<file path="config.mk">
export PLATFORM = sky130hd
export DESIGN_NAME = axis_frame_packetizer
export DESIGN_NICKNAME = d
export VERILOG_FILES = /design/src/rtl/axis_stream_pkg.sv /design/src/rtl/axis_skid_buffer.sv /design/src/rtl/axis_frame_packetizer.sv
export SDC_FILE = /design/constraint.sdc
export NUM_CORES = 1
export LEC_CHECK = 0
export CAP_MARGIN = 5
export CORE_UTILIZATION = 36
export CTS_CLUSTER_SIZE = 8
export DETAILED_ROUTE_END_ITERATION = 10
export DONT_BUFFER_PORTS = 1
export GPL_ROUTABILITY_DRIVEN = 1
export PLACE_DENSITY_LB_ADDON = 0.05
export SYNTH_ARGS = -nofsm -noshare
export SYNTH_HDL_FRONTEND = slang
export SYNTH_SLANG_ARGS = --single-unit
</file>
<file path="constraint.sdc">
create_clock -name axi_clk -period 3.4 [get_ports axi_clk]
set_clock_uncertainty 0.1 [all_clocks]
set_input_delay 0.68 -clock axi_clk [delete_from_list [all_inputs] [get_ports axi_clk]]
set_output_delay 0.68 -clock axi_clk [all_outputs]
set_load 0.02 [all_outputs]
</file>
<file path="src/rtl/axis_stream_pkg.sv">
// Shared definitions for the pixel-inversion stream IP.
// Holds the packetizer state encoding and the default stream/length widths
// that the inverter stage and the frame packetizer agree on.
package axis_stream_pkg;

    localparam int DATA_WIDTH_DEF = 32;   // four packed 8-bit pixels
    localparam int LEN_WIDTH_DEF  = 17;   // frame length up to 131071 words

    typedef enum logic [1:0] {
        IDLE  = 2'd0,
        RUN   = 2'd1,
        DRAIN = 2'd2
    } pkt_state_e;

    // A frame is in progress from the accepted start until the last word leaves.
    function automatic logic state_is_busy(input pkt_state_e st);
        return (st != IDLE);
    endfunction

endpackage

</file>
<file path="src/rtl/axis_skid_buffer.sv">
// Two-entry AXI-Stream skid buffer carrying data plus a last tag.
// Ports:
//   clk, rst        : clock and synchronous active-high reset
//   in_valid        : word offered by the producer (already qualified by it)
//   in_data/in_last : payload and end-of-frame tag of the offered word
//   in_ready        : skid entry empty; depends on registers only
//   out_valid/out_data/out_last : registered output stage
//   out_ready       : consumer ready
// The output register is the first entry, the skid register the second. A
// word arriving while the output is stalled parks in the skid entry, and
// in_ready drops until the skid entry has been moved forward.
module axis_skid_buffer #(
    parameter int WIDTH = 32
) (
    input  logic             clk,
    input  logic             rst,
    input  logic             in_valid,
    input  logic [WIDTH-1:0] in_data,
    input  logic             in_last,
    output logic             in_ready,
    output logic             out_valid,
    output logic [WIDTH-1:0] out_data,
    output logic             out_last,
    input  logic             out_ready
);

    logic             out_valid_r;
    logic [WIDTH-1:0] out_data_r;
    logic             out_last_r;
    logic             skid_valid_r;
    logic [WIDTH-1:0] skid_data_r;
    logic             skid_last_r;
    logic             in_hs_s;
    logic             out_hs_s;

    // Handshake decode; a full skid entry blocks the input regardless of in_valid.
    always_comb begin
        in_hs_s  = in_valid && !skid_valid_r;
        out_hs_s = out_valid_r && out_ready;
    end

    // Output and skid register update.
    always_ff @(posedge clk) begin
        if (rst) begin
            out_valid_r  <= 1'b0;
            out_data_r   <= {WIDTH{1'b0}};
            out_last_r   <= 1'b0;
            skid_valid_r <= 1'b0;
            skid_data_r  <= {WIDTH{1'b0}};
            skid_last_r  <= 1'b0;
        end else begin
            if (in_hs_s && (!out_valid_r || out_ready)) begin
                // Output stage is free (or emptying this cycle): load directly.
                out_valid_r <= 1'b1;
                out_data_r  <= in_data;
                out_last_r  <= in_last;
            end else if (in_hs_s) begin
                // Output stalled: park the word so in_ready can stay registered.
                skid_valid_r <= 1'b1;
                skid_data_r  <= in_data;
                skid_last_r  <= in_last;
            end else if (out_hs_s && skid_valid_r) begin
                out_data_r   <= skid_data_r;
                out_last_r   <= skid_last_r;
                skid_valid_r <= 1'b0;
            end else if (out_hs_s) begin
                out_valid_r <= 1'b0;
            end else begin
                out_valid_r <= out_valid_r;
            end
        end
    end

    assign in_ready  = !skid_valid_r;
    assign out_valid = out_valid_r;
    assign out_data  = out_data_r;
    assign out_last  = out_last_r;

endmodule

</file>
<file path="src/rtl/axis_frame_packetizer.sv">
// Frame packetizer between the pixel inverter and the DMA S2MM port.
// Counts a software-armed frame of stream words, tags the final word with
// m_axis_last and forwards everything through a registered skid buffer.
// Ports:
//   axi_clk, axi_reset : clock and synchronous active-high reset
//   start, frame_len   : arm a frame of frame_len words (ignored if busy or 0)
//   busy               : frame in progress (RUN or DRAIN)
//   frame_done         : one-cycle pulse after the last word left
//   word_count         : words delivered on the output this frame
//   s_axis_*           : upstream slave stream from the inverter
//   m_axis_*           : downstream master stream to the DMA
module axis_frame_packetizer
    import axis_stream_pkg::*;
#(
    parameter int DATA_WIDTH = DATA_WIDTH_DEF,
    parameter int LEN_WIDTH  = LEN_WIDTH_DEF
) (
    input  logic                  axi_clk,
    input  logic                  axi_reset,
    input  logic                  start,
    input  logic [LEN_WIDTH-1:0]  frame_len,
    output logic                  busy,
    output logic                  frame_done,
    output logic [LEN_WIDTH-1:0]  word_count,
    input  logic                  s_axis_valid,
    input  logic [DATA_WIDTH-1:0] s_axis_data,
    output logic                  s_axis_ready,
    output logic                  m_axis_valid,
    output logic [DATA_WIDTH-1:0] m_axis_data,
    output logic                  m_axis_last,
    input  logic                  m_axis_ready
);

    pkt_state_e           state_r;
    pkt_state_e           next_state_s;
    logic [LEN_WIDTH-1:0] len_q_r;
    logic [LEN_WIDTH-1:0] in_cnt_r;
    logic [LEN_WIDTH-1:0] word_count_r;
    logic                 frame_done_r;
    logic                 skid_ready_s;
    logic                 start_ok_s;
    logic                 in_hs_s;
    logic                 out_hs_s;
    logic                 in_last_s;

    // Handshake and control decode; s_axis_ready comes from registers only.
    always_comb begin
        start_ok_s   = (state_r == IDLE) && start && (frame_len != {LEN_WIDTH{1'b0}});
        s_axis_ready = (state_r == RUN) && skid_ready_s;
        in_hs_s      = s_axis_valid && s_axis_ready;
        out_hs_s     = m_axis_valid && m_axis_ready;
        in_last_s    = (in_cnt_r == (len_q_r - LEN_WIDTH'(1)));
    end

    // Next-state logic.
    always_comb begin
        next_state_s = state_r;
        case (state_r)
            IDLE: begin
                if (start_ok_s) begin
                    next_state_s = RUN;
                end else begin
                    next_state_s = IDLE;
                end
            end
            RUN: begin
                if (in_hs_s && in_last_s) begin
                    next_state_s = DRAIN;
                end else begin
                    next_state_s = RUN;
                end
            end
            DRAIN: begin
                if (out_hs_s && m_axis_last) begin
                    next_state_s = IDLE;
                end else begin
                    next_state_s = DRAIN;
                end
            end
            default: begin
                next_state_s = IDLE;
            end
        endcase
    end

    // State register.
    always_ff @(posedge axi_clk) begin
        if (axi_reset) begin
            state_r <= IDLE;
        end else begin
            state_r <= next_state_s;
        end
    end

    // Frame length latch, input/output word counters and done pulse.
    always_ff @(posedge axi_clk) begin
        if (axi_reset) begin
            len_q_r      <= {LEN_WIDTH{1'b0}};
            in_cnt_r     <= {LEN_WIDTH{1'b0}};
            word_count_r <= {LEN_WIDTH{1'b0}};
            frame_done_r <= 1'b0;
        end else begin
            frame_done_r <= (state_r == DRAIN) && out_hs_s && m_axis_last;
            if (start_ok_s) begin
                len_q_r      <= frame_len;
                in_cnt_r     <= {LEN_WIDTH{1'b0}};
                word_count_r <= {LEN_WIDTH{1'b0}};
            end else begin
                if (in_hs_s) begin
                    in_cnt_r <= in_cnt_r + LEN_WIDTH'(1);
                end
                if (out_hs_s) begin
                    word_count_r <= word_count_r + LEN_WIDTH'(1);
                end
            end
        end
    end

    axis_skid_buffer #(
        .WIDTH(DATA_WIDTH)
    ) u_skid (
        .clk      (axi_clk),
        .rst      (axi_reset),
        .in_valid (in_hs_s),
        .in_data  (s_axis_data),
        .in_last  (in_last_s),
        .in_ready (skid_ready_s),
        .out_valid(m_axis_valid),
        .out_data (m_axis_data),
        .out_last (m_axis_last),
        .out_ready(m_axis_ready)
    );

    assign busy       = state_is_busy(state_r);
    assign frame_done = frame_done_r;
    assign word_count = word_count_r;

endmodule

</file>
# --- Yosys cells after proc, flatten, opt, wreduce, memory -nomap -nowiden ---
# Index checks and enable logic that the tools add are counted.
classes:
  eq_ne: 5
  n_reduce_logical: 26
  n_mux: 16
  addsub: 3
  bitwise: 1
ops:
  columns: ["cell", "n"]
  rows:
  - ["32-bit 2-to-1 mux", 3]
  - ["17-bit by 1-bit adder with 17-bit output (second input constant)", 2]
  - ["17-bit == test", 1]
  - ["17-bit nonzero test", 1]
  - ["17-bit by 1-bit subtractor with 17-bit output (second input constant)", 1]
  - ["1-bit logical AND", 12]
  - ["1-bit 2-to-1 mux", 10]
  - ["2-bit nonzero test", 4]
  - ["2-bit case mux with 3 select lines", 1]
  - ["2-bit AND reduction", 3]
  - ["2-bit 2-to-1 mux", 2]
  - ["3-bit AND reduction", 1]
  - ["2-bit by 1-bit == test with 1-bit output (second input constant)", 1]
  - ["2-bit == test (second input constant)", 1]
  - ["1-bit zero test", 2]
  - ["2-bit zero test", 1]
  - ["2-bit by 1-bit != test with 1-bit output (second input constant)", 1]
  - ["2-bit != test (second input constant)", 1]
  - ["2-bit OR reduction", 1]
  - ["1-bit logical OR", 1]
  - ["1-bit NOT", 1]
totals:
  regBits: 122

# --- Longest topological paths before layout ---
# Gate-level depths: netlist of run 1.
logic_depth:
  ltp_word: 7
  ltp_mapped: 9

# --- Modules after synthesis ---
# Synthesis of run 1 repeated with hierarchy kept, for this count alone.
unflattened:
  hier_cells: 622
  area_unflattened_um2: 5526.6
modules_own_cells:
  columns: ["mod", "instances", "area_each_um2", "seq_area_each_um2", "cells_each"]
  rows:
  - ["axis_frame_packetizer", 1, 2951.6, 1081.0, 346]
  - ["axis_skid_buffer", 1, 2575.0, 1361.3, 276]

# --- Worst setup path before layout of run 1 ---
# OpenSTA, ideal clock, no wires.
synth_timing:
  kind: "input port to flip-flop"
  startpoint: "input frame_len[8]"
  endpoint: "register len_q_r[10]"
  t_required_ps: 3172
  arrival_time_ps: 2089
  path_buffers: 2
  slack_ps: 1084
  cell_stages: 8
  setup_time_ps: 128
  path_cell_list: "nor4_1 > nand4_1 > or4_1 > nand3_1 > buf_6 > buf_4 > mux2i_1 > nor2_1"
synth_between:
  elab_chain_len: 2
synth_rtl:
  columns: ["element", "line_no", "source"]
  rows:
  - ["start: declaration", "axis_frame_packetizer.sv:21", "input logic [LEN_WIDTH-1:0] frame_len,"]
  - ["17-bit nonzero test", "axis_frame_packetizer.sv:48", "start_ok_s = (state_r == IDLE) && start && (frame_len != {LEN_WIDTH{1'b0}});"]
  - ["1-bit logical AND", "axis_frame_packetizer.sv:48", null]
  - ["end signal: assignment", "axis_frame_packetizer.sv:98", "len_q_r <= {LEN_WIDTH{1'b0}};"]
  - ["end signal: assignment", "axis_frame_packetizer.sv:105", "len_q_r <= frame_len;"]
  - ["end: declaration", "axis_frame_packetizer.sv:36", "logic [LEN_WIDTH-1:0] len_q_r;"]
# No other way between the ends.
# A chain may end at the register's enable or synchronous reset.

# --- Final worst setup path of run 1 ---
layout_timing:
  startpoint: "register len_q_r[2]"
  endpoint: "register state_r[0]"
layout_between:
  elab_chain_len: 5
layout_rtl:
  columns: ["element", "line_no", "source"]
  rows:
  - ["17-bit by 1-bit subtractor with 17-bit output", "axis_frame_packetizer.sv:52", "in_last_s = (in_cnt_r == (len_q_r - LEN_WIDTH'(1)));"]
  - ["17-bit == test", "axis_frame_packetizer.sv:52", null]
  - ["1-bit logical AND", "axis_frame_packetizer.sv:67", "if (in_hs_s && in_last_s) begin"]
  - ["2-bit 2-to-1 mux", "axis_frame_packetizer.sv:67", null]
  - ["2-bit case mux with 3 select lines", "axis_frame_packetizer.sv:58", "case (state_r)"]
  - ["end signal: assignment", "axis_frame_packetizer.sv:91", "state_r <= next_state_s;"]
  - ["end: declaration", "axis_frame_packetizer.sv:34", "pkt_state_e state_r;"]
# No other way between the ends.

==> run_results.csv, run 1 <==
group,metric,value,unit
status,outcome,"finished clean",
sta,grt_setup_unrepaired,"no",
layout,nets,695,
hold_path,min_path_cells,1,
drt,routedWlPerCell,15.3,µm
die,fp.dieW,123,µm
critical_path,crit_buf_inv,0,
critical_path,crit-reg2reg-launch,"len_q_r[2]",
clocking,post_cts_resized,0,
sta,final.min_clock_period,2.43,ns
logic_synthesis,synth_edf_count,0,
die,core_region_area,0.0141,mm²
logic_synthesis,ys_top_cells_by_count,"162 x nor2_1, 122 x dfxtp_1, 89 x nand2_1, 43 x a21oi_1, 36 x nor4_1",
logic_synthesis,synthesis.area,0.00528,mm²
clocking,cts_buffers,17,
drt,viasPerCell,5.12,
sta,slew-limit-headroom,22.6,%
die,io_pins,108,
placement,portBuffers,0,
hold_path,min-delay-start,"axi_reset",
drt,drt-initial-drc-count,197,
drt,drt_wl_total,12700,µm
hold_path,hold_path_end,"len_q_r[12]",
placement,dp_hpwl,8470,µm
critical_path,crit_required,3.60,ns
logic_synthesis,ys.flop_type,"dfxtp_1",
layout,drive_above_1_share,6.77,%
clocking,clk_latency,0.41,ns
critical_path,path_cells,"nor3_4, nand2_1, nor3b_1, mux2_2, nor4_4, nand4_1, and2_1",
drt,via_count,4246,
placement,gp_congestion,0.794,
logic_synthesis,yosysSeqAreaShare,46.3,%
global_route,grt_max_degree,90,
critical_path,crit_slowest_cell,"mux2_2",
sta,finalSetupViolations,0,
die,num_rows,43,
pwr,peakVddDrop,0.000358,V
global_route,grt_usage,18.0,%
die,die_y,123,µm
global_route,grt_pass1_wl,20800,µm
clocking,cts_setup_buffers,0,
critical_path,critPathMaxStageDelay,0.39,ns
global_route,antenna_found_initial,0,
layout,stdcell_area,0.00592,mm²
drt,ant_nets,0,
drt,drt_pass1_iterations,4,
layout,area_delta_synth_final,12.1,%
sta,period_share,71.4,%
clocking,ctsHoldBuffers,0,
logic_synthesis,syn_inst,649,
drt,drc_errors,0,
layout,antenna_cells,0,
logic_synthesis,postSynthAreaPerCell,8.14,µm²
critical_path,worstSetupStartpoint,"len_q_r[2]",
flow_run,drv_cap,0,
critical_path,cp_max_fo,5,
clocking,numClockSinks,122,
logic_synthesis,synth.most_common_cell,"nor2_1",
sta,max_freq,0.412,GHz
logic_synthesis,synth.area.top_cells,"dfxtp_1 46%, nor2_1 12%, nand2_1 6.3%",
logic_synthesis,synthArstFlopShare,0,%
logic_synthesis,syn_nets,706,
hold_path,min_path_type,"primary input to flip-flop",
clocking,cts_tree,"built",
logic_synthesis,synth_top_area_cell,"dfxtp_1",
critical_path,regToRegSetupSlack,0.97,ns
critical_path,worstReg2RegEnd,"state_r[0]",
critical_path,cp-end-kind,"flip-flop",
clocking,clk_pin_slew,0.05,ns
die,die_area,0.0152,mm²
layout,finish.utilization,42.0,%
critical_path,critPathLaunchType,"flip-flop",
critical_path,timing_worst_setup_path_type,"flip-flop to flip-flop",
pwr,power_leakage,2.26,nW
clocking,htree_levels,4,
clocking,cts_root_buffer,"clkbuf_16",
placement,dpl_cell_area,0.00539,mm²
critical_path,crit_family,"simple AND/OR/NAND/NOR gates",
global_route,grt_pass1_vias,4203,
critical_path,arrival,2.63,ns
critical_path,r2r_cells,7,
sta,tns,0,ns
logic_synthesis,synth_seq_cells,122,
logic_synthesis,yosysUniqueCellTypes,45,
sta,drv_slew,0,
sta,hold_viol_final,0,
sta,worst_pin_slew,1.16,ns
clocking,cts.path.max_buffers,2,
logic_synthesis,ys_warn_count,0,
logic_synthesis,synth_top_area_share,46.3,%
die,start_util,37.5,%
pwr,power_density,572,mW/mm²
global_route,grt-ovfl-total,0,
-- layout by cell type, fill, tap and decap left out, types with 4 or more instances in the layout --
cell type and n:
nor2_1 162, dfxtp_1 122, nand2_1 89, a21oi_1 43
nor4_1 36, xnor2_1 28, xor2_1 25, mux2i_1 21
clkbuf_16 17, nand3_1 13, nand4_1 9, buf_4 8
and3_1 7, inv_1 6, clkinv_2 6, nor3_1 5
nand2b_1 4, and4_1 4
-- power by group --
part / internal (W) / switching, W / total (W)
Combinational: 0.0000991 / 0.000131 / 0.000231
Clock: 0.000976 / 0.000627 / 0.00160
Sequential: 0.00147 / 0.0000774 / 0.00155
-- final cells by class --
type | count | area, µm²
Inverter | 6 | 22.5
Sequential cell | 122 | 2440
Timing Repair Buffer | 8 | 60.1
Fill cell | 1451 | 8180
Multi-Input combinational cell | 483 | 2640
Clock inverter | 8 | 46.3
Clock buffer | 23 | 478
Tap cell | 180 | 225
-- cells by family (layout without fill, tap and decap cells) --
| kind of cell | after synthesis | after routing | synth area share, % |
|---|---|---|---|
| AND/OR/NAND/NOR | 350 | 350 | 30.7 |
| flip-flops | 122 | 122 | 46.3 |
| AO/OA/AOI/OAI | 54 | 54 | 5.50 |
| XOR/XNOR | 53 | 53 | 8.79 |
| buffers and inverters | 44 | 45 | 3.67 |
| multiplexers | 23 | 23 | 4.41 |
| adder cells (fa/ha/maj) | 3 | 3 | 0.711 |
-- how the worst max path moves through the flow --
stage                          endpoint  cells past startpoint  slack (ns)
floorplan                   len_q_r[10]                      8        1.08
global placement             len_q_r[9]                      7        0.83
detailed placement           len_q_r[0]                      7        0.80
CTS                          state_r[0]                      7        0.95
global route        u_skid.out_data[10]                      7        0.86
finish                       state_r[0]                      7        0.97
-- registers in the layout (all words and copies together) (netlist names) --
register,count
frame_done,1
in_cnt_r,17
len_q_r,17
state_r,2
u_skid.out_data,32
u_skid.out_last,1
u_skid.out_valid,1
u_skid.skid_data_r,32
u_skid.skid_last_r,1
u_skid.skid_valid_r,1
word_count,17
-- per-layer routing --
layer | global-route usage [%] | up-vias | share of wire [%]
met3 | 5.21 | 18 | 6.0
met5 | 0 | - | 0
li1 | - | 2152 | -
met4 | 8.28 | 0 | 2.0
met1 | 23.3 | 1967 | 49
met2 | 27.7 | 109 | 43
-- per-stage QoR --
stage,total power (W),hold WS [ns],worst slack (ns),std cells
2_1_floorplan,0.00178,0.331,1.08,649
3_3_place_gp,0.00181,0.336,0.825,799
3_5_place_dp,0.00182,0.341,0.795,799
4_1_cts,0.00344,0.213,0.953,830
5_1_grt,0.00353,0.212,0.860,830
6_report,0.00339,0.233,0.972,830
Note: power is estimated with default switching activity, not from simulation.
==> inputs of run 2 (changes only) <==
- clock period: 3.4 -> 2.3 ns (I/O delays scaled with it)
==> run 2 against run 1 <==
Via count grew 2.2%. Core utilization grew 1.5 points. Maximum frequency grew 12%. First-iteration DRC count is 1.0% higher. Count of clock-buffer cells in the layout up 2. Sequential share of layout area down 1.3 points. Sequential power is 48% higher. Die area unchanged. Setup slack worse by 0.84 ns. Global-route usage grew 0.14 points. Worst hold slack lost 0.21 ns. Critical path type unchanged. Critical endpoint unchanged.
==> run_results.csv, run 2 (synthesized netlist as in run 1, its figures left out) <==
group,metric,value,unit
status,outcome,"finished clean",
placement,dp_hpwl,9010,µm
critical_path,cp-end-kind,"flip-flop",
sta,final.min_clock_period,2.17,ns
layout,area_delta_synth_final,16.0,%
layout,most-common-layout-cells,"162 x nor2_1, 119 x dfxtp_1, 89 x nand2_1",
pwr,p_seq_share,44.4,%
sta,hold_viol_final,0,
global_route,grt_pass1_vias,4274,
critical_path,regToRegSetupSlack,0.13,ns
drt,viasPerCell,5.11,
sta,slew-limit-headroom,66.9,%
die,die_y,123,µm
critical_path,crit_slowest_cell,"mux2_2",
layout,stdcell_area,0.00613,mm²
placement,gp_congestion,0.827,
critical_path,arrival,2.36,ns
hold_path,min_path_type,"primary input to flip-flop",
pwr,switching_share,23.9,%
critical_path,critPathLaunchType,"flip-flop",
drt,drt_wl_total,12900,µm
drt,ant_nets,0,
sta,tns,0,ns
pwr,p_int,0.00392,W
sta,max_freq,0.462,GHz
clocking,numClockSinks,122,
drt,drt-initial-drc-count,199,
critical_path,crit_family,"simple AND/OR/NAND/NOR gates",
clocking,clk_latency,0.41,ns
die,die_area,0.0152,mm²
clocking,cts_root_buffer,"clkbuf_16",
drt,drc_errors,0,
global_route,grt_pass1_wl,21100,µm
sta,grt_setup_unrepaired,"no",
placement,portBuffers,0,
die,core_region_area,0.0141,mm²
global_route,antenna_found_initial,0,
clocking,cts_buffers,17,
layout,antenna_cells,0,
sta,finalSetupViolations,0,
pwr,peakVddDrop,0.000539,V
die,num_rows,43,
clocking,htree_levels,4,
critical_path,cp_max_fo,4,
die,fp.dieW,123,µm
pwr,power_leakage,2.38,nW
sta,worst_pin_slew,0.495,ns
layout,final_common_cell,"nor2_1",
drt,drt_pass1_iterations,4,
clocking,cts.path.max_buffers,2,
clocking,clk_pin_slew,0.05,ns
drt,routedWlPerCell,15.1,µm
pwr,p_sw,0.00123,W
sta,fin_ws,0.135,ns
critical_path,crit_required,2.49,ns
layout,drive_above_1_share,9.70,%
flow_run,drv_cap,0,
global_route,grt_usage,18.2,%
clocking,cts_tree,"built",
pwr,power_density,841,mW/mm²
die,start_util,37.5,%
pwr,power_frac_clock,48.1,%
layout,nets,714,
placement,dpl_cell_area,0.00554,mm²
sta,period_share,94.1,%
global_route,grt-ovfl-total,0,
die,io_pins,108,
global_route,grt_max_degree,89,
placement,pre_cts_slack,0.0890,ns
pwr,power_frac_comb,7.5,%
sta,drv_slew,0,
critical_path,crit_buf_inv,1,
critical_path,path_cells,"inv_1, ha_1, nand2_1, nor3b_1, mux2_2, nor4_4, nand4_1, and2_1",
drt,via_count,4340,
critical_path,timing_worst_setup_path_type,"flip-flop to flip-flop",
critical_path,critPathMaxStageDelay,0.39,ns
-- run 2: cell count changes in the layout (fill, tap and decap cells not counted), moves of 2 or more --
cell	previous run	this run
buf_12	0	2
buf_4	8	24
clkbuf_1	3	5
clkinv_2	6	4
dfxtp_1	122	119
dfxtp_2	0	2
-- run 2: repair_timing --
| action | in CTS | in global routing |
|---|---|---|
| gates resized for setup | 0 | 5 |
| hold buffers | 1 | 0 |
| setup buffers | 0 | 2 |
| endpoints found under the hold margin | 2 | 0 |
| endpoints found under the setup margin | 0 | 4 |
-- run 2: final cells by class --
class / instances / area, µm²
Inverter: 6 / 22.5
Clock inverter: 7 / 66.3
Fill cell: 1438 / 7970
Tap cell: 180 / 225
Clock buffer: 25 / 485
Sequential cell: 122 / 2450
Multi-Input combinational cell: 483 / 2650
Timing Repair Buffer: 27 / 230
-- run 2: worst register-to-register path, stage by stage (launching register included) --
cell     delay, ns
dfxtp_1       0.34
inv_1         0.07
ha_1          0.20
nand2_1       0.12
nor3b_1       0.23
mux2_2        0.39
nor4_4        0.30
nand4_1       0.15
and2_1        0.16
-- run 2: path summary, 6_finish.rpt --
kind,startpoint,end,depth (start not counted)
max,len_q_r[0],state_r[0],8
max reg2reg,len_q_r[0],state_r[0],8
min,axi_reset,u_skid.skid_data_r[16],1
min reg2reg,u_skid.skid_last_r,u_skid.skid_last_r,2
-- run 2: metal layers --
metal  part of all wire [%]  vias to the layer above  GRT usage (%)
li1                       -                     2188              -
met4                   0.49                        0           6.78
met2                     45                       97           28.0
met1                     50                     2049           24.0
met5                      0                        -              0
met3                    4.9                        6           5.21
-- run 2: power groups by stage --
stage / Sequential (W) / Combinational [W] / Clock [W]
final: 0.00229 / 0.000386 / 0.00248
after global routing: 0.00230 / 0.000434 / 0.00266
after CTS: 0.00229 / 0.000383 / 0.00256
after detailed placement: 0.00234 / 0.000379 / 0
after global placement: 0.00233 / 0.000373 / 0
after floorplan: 0.00232 / 0.000312 / 0
-- run 2: stage by stage --
step / utilization [%] / hold slack, ns / power, W / instances
after floorplan: - / 0.331 / 0.00263 / 649
after global placement: 39.3 / 0.334 / 0.00271 / 815
after detailed placement: 39.3 / 0.340 / 0.00271 / 815
after CTS: 43.3 / 0.000499 / 0.00523 / 848
after global routing: 43.5 / 0.00279 / 0.00539 / 850
final: 43.5 / 0.0253 / 0.00516 / 850
==> inputs of run 3 (changes only) <==
- BUFFER_PORTS_ARGS: unset -> -buffer_cell sky130_fd_sc_hd__buf_2
- CORE_ASPECT_RATIO: unset -> 1.5
- DONT_BUFFER_PORTS: 1 -> unset
- SKIP_CTS_REPAIR_TIMING: unset -> 1
==> run 3 against run 2 <==
Via count is 9.4% higher. First-iteration DRC count is 31% lower. Final area is 11% higher. Combinational power is 49% higher. Maximum frequency is 0.86% higher. Sequential power is 3% lower. Register-to-register slack better by 0.02 ns. Non-clock buffer count is 110 higher. Sequential cell count stayed put. Highest routed layer unchanged.
==> run_results.csv, run 3 (synthesized netlist as in run 1, its figures left out) <==
group,metric,value,unit
critical_path,cp-end-kind,"flip-flop",
critical_path,worstReg2RegEnd,"state_r[0]",
layout,nFillCells,1466,
global_route,grt_usage,18.7,%
global_route,grt_pass1_wl,22000,µm
sta,hold_viol_final,0,
hold_path,min_path_type,"primary input to flip-flop",
global_route,grt_max_degree,35,
layout,drive_above_1_share,23.2,%
global_route,grt.busiest_layer,"met2",
drt,drt_wl_total,13500,µm
sta,tns,0,ns
placement,portBuffers,107,
layout,nets,824,
critical_path,cp_max_fo,4,
die,die_area,0.0152,mm²
sta,final.min_clock_period,2.15,ns
critical_path,timing_worst_setup_path_type,"flip-flop to flip-flop",
layout,final_common_cell,"nor2_1",
critical_path,regToRegSetupSlack,0.15,ns
layout,stdcell_area,0.00680,mm²
clocking,cts_buffers,17,
critical_path,crit-reg2reg-launch,"len_q_r[1]",
clocking,clk_latency,0.40,ns
placement,dp_hpwl,9670,µm
clocking,cts_tree,"built",
critical_path,crit_required,2.49,ns
layout,antenna_cells,0,
sta,grt_setup_unrepaired,"yes",
drt,routedWlPerCell,13.9,µm
status,outcome,"finished clean",
die,num_rows,53,
global_route,use_met2,34.0,%
critical_path,crit_path_frequent_cell,"nand2_1",
clocking,cts_root_buffer,"clkbuf_16",
global_route,grt_pass1_vias,4543,
die,io_pins,108,
sta,worst_pin_slew,0.425,ns
global_route,antenna_found_initial,0,
global_route,grt_use_met3,3.99,%
drt,drt_pass1_iterations,4,
sta,drv_slew,0,
pwr,peakVddDrop,0.000398,V
sta,finalSetupViolations,0,
sta,max_freq,0.466,GHz
placement,gp_congestion,0.857,
die,die_y,150,µm
hold_path,min_path_cells,3,
pwr,power_leakage,2.93,nW
clocking,cts.path.max_buffers,2,
die,start_util,37.2,%
flow_run,drv_cap,0,
drt,drt-initial-drc-count,137,
critical_path,path_cells,"inv_1, ha_2, nand2_1, buf_4, or4_1, nand2_1, and4_4, nand4_1, and2_1",
hold_path,min-delay-start,"s_axis_data[3]",
hold_path,hold_path_end,"u_skid.skid_data_r[3]",
drt,via_count,4748,
placement,dpl_cell_area,0.00616,mm²
global_route,grt.met1_usage,20.7,%
clocking,numClockSinks,122,
drt,viasPerCell,4.88,
die,fp.dieW,101,µm
placement,pre_cts_slack,-0.100,ns
sta,slew-limit-headroom,71.6,%
drt,drc_errors,0,
drt,ant_nets,0,
layout,area_delta_synth_final,28.8,%
clocking,clk_pin_slew,0.06,ns
global_route,grt-ovfl-total,0,
critical_path,crit_slowest_cell,"or4_1",
die,core_region_area,0.0142,mm²
sta,fin_ws,0.153,ns
sta,period_share,93.3,%
critical_path,critPathMaxStageDelay,0.49,ns
sta,hold_ws,0.198,ns
clocking,htree_levels,4,
layout,most-common-layout-cells,"162 x nor2_1, 121 x dfxtp_1, 107 x buf_2",
critical_path,r2r_cells,9,
pwr,power_density,826,mW/mm²
critical_path,critPathLaunchType,"flip-flop",
critical_path,arrival,2.34,ns
run 3: changes by cell type in the layout (fill, tap and decap cells not counted), moves of 3 or more:
cell / previous run / this run
inv_6: 0 / 3
clkbuf_1: 5 / 1
clkbuf_8: 3 / 0
buf_2: 0 / 107
bufinv_16: 1 / 4
run 3: critical path, delay by kind of cell (launching register included):
family	cells	cell delay, ns
adders and majority gates	1	0.19
buffers and inverters	2	0.23
DFF	1	0.34
and+or+nand+nor	6	1.17
run 3: area by class of cell:
| class | count | area (µm²) | area share [%] |
|---|---|---|---|
| Sequential cell | 122 | 2440 | 35.9 |
| Timing Repair Buffer | 137 | 811 | 11.9 |
| Clock inverter | 14 | 194 | 2.85 |
| Inverter | 6 | 22.5 | 0.331 |
| Multi-Input combinational cell | 483 | 2660 | 39.1 |
| Clock buffer | 18 | 429 | 6.31 |
| Tap cell | 192 | 240 | 3.53 |
run 3: worst max path at each step:
stage / startpoint / to / slack, ns / depth (start not counted)
6_report: len_q_r[1] / state_r[0] / 0.15 / 9
5_1_grt: len_q_r[5] / state_r[0] / -0.03 / 8
4_1_cts: len_q_r[0] / state_r[0] / 0.08 / 9
3_5_place_dp: frame_len[16] / len_q_r[1] / -0.10 / 8
3_3_place_gp: frame_len[16] / len_q_r[0] / -0.05 / 8
2_1_floorplan: len_q_r[5] / state_r[0] / 0.20 / 7
run 3: power breakdown:
part | switching (W) | internal [W] | total, W
Clock | 0.000991 | 0.00182 | 0.00281
Sequential | 0.0000538 | 0.00218 | 0.00223
Combinational | 0.000327 | 0.000248 | 0.000574
run 3: per-layer routing:
layer  part of all wire [%]  vias to the layer above
met5                      0                        -
met1                     43                     2225
li1                       -                     2406
met4                    1.8                        0
met3                    3.0                       18
met2                     52                       99
run 3: per-stage QoR:
| stage | utilization (%) | total power [W] | std cells |
|---|---|---|---|
| finish | 47.9 | 0.00562 | 972 |
| global route | 47.9 | 0.00585 | 972 |
| CTS | 47.8 | 0.00569 | 972 |
| detailed placement | 43.4 | 0.00285 | 940 |
| global placement | 43.4 | 0.00284 | 940 |
| floorplan | - | 0.00263 | 649 |
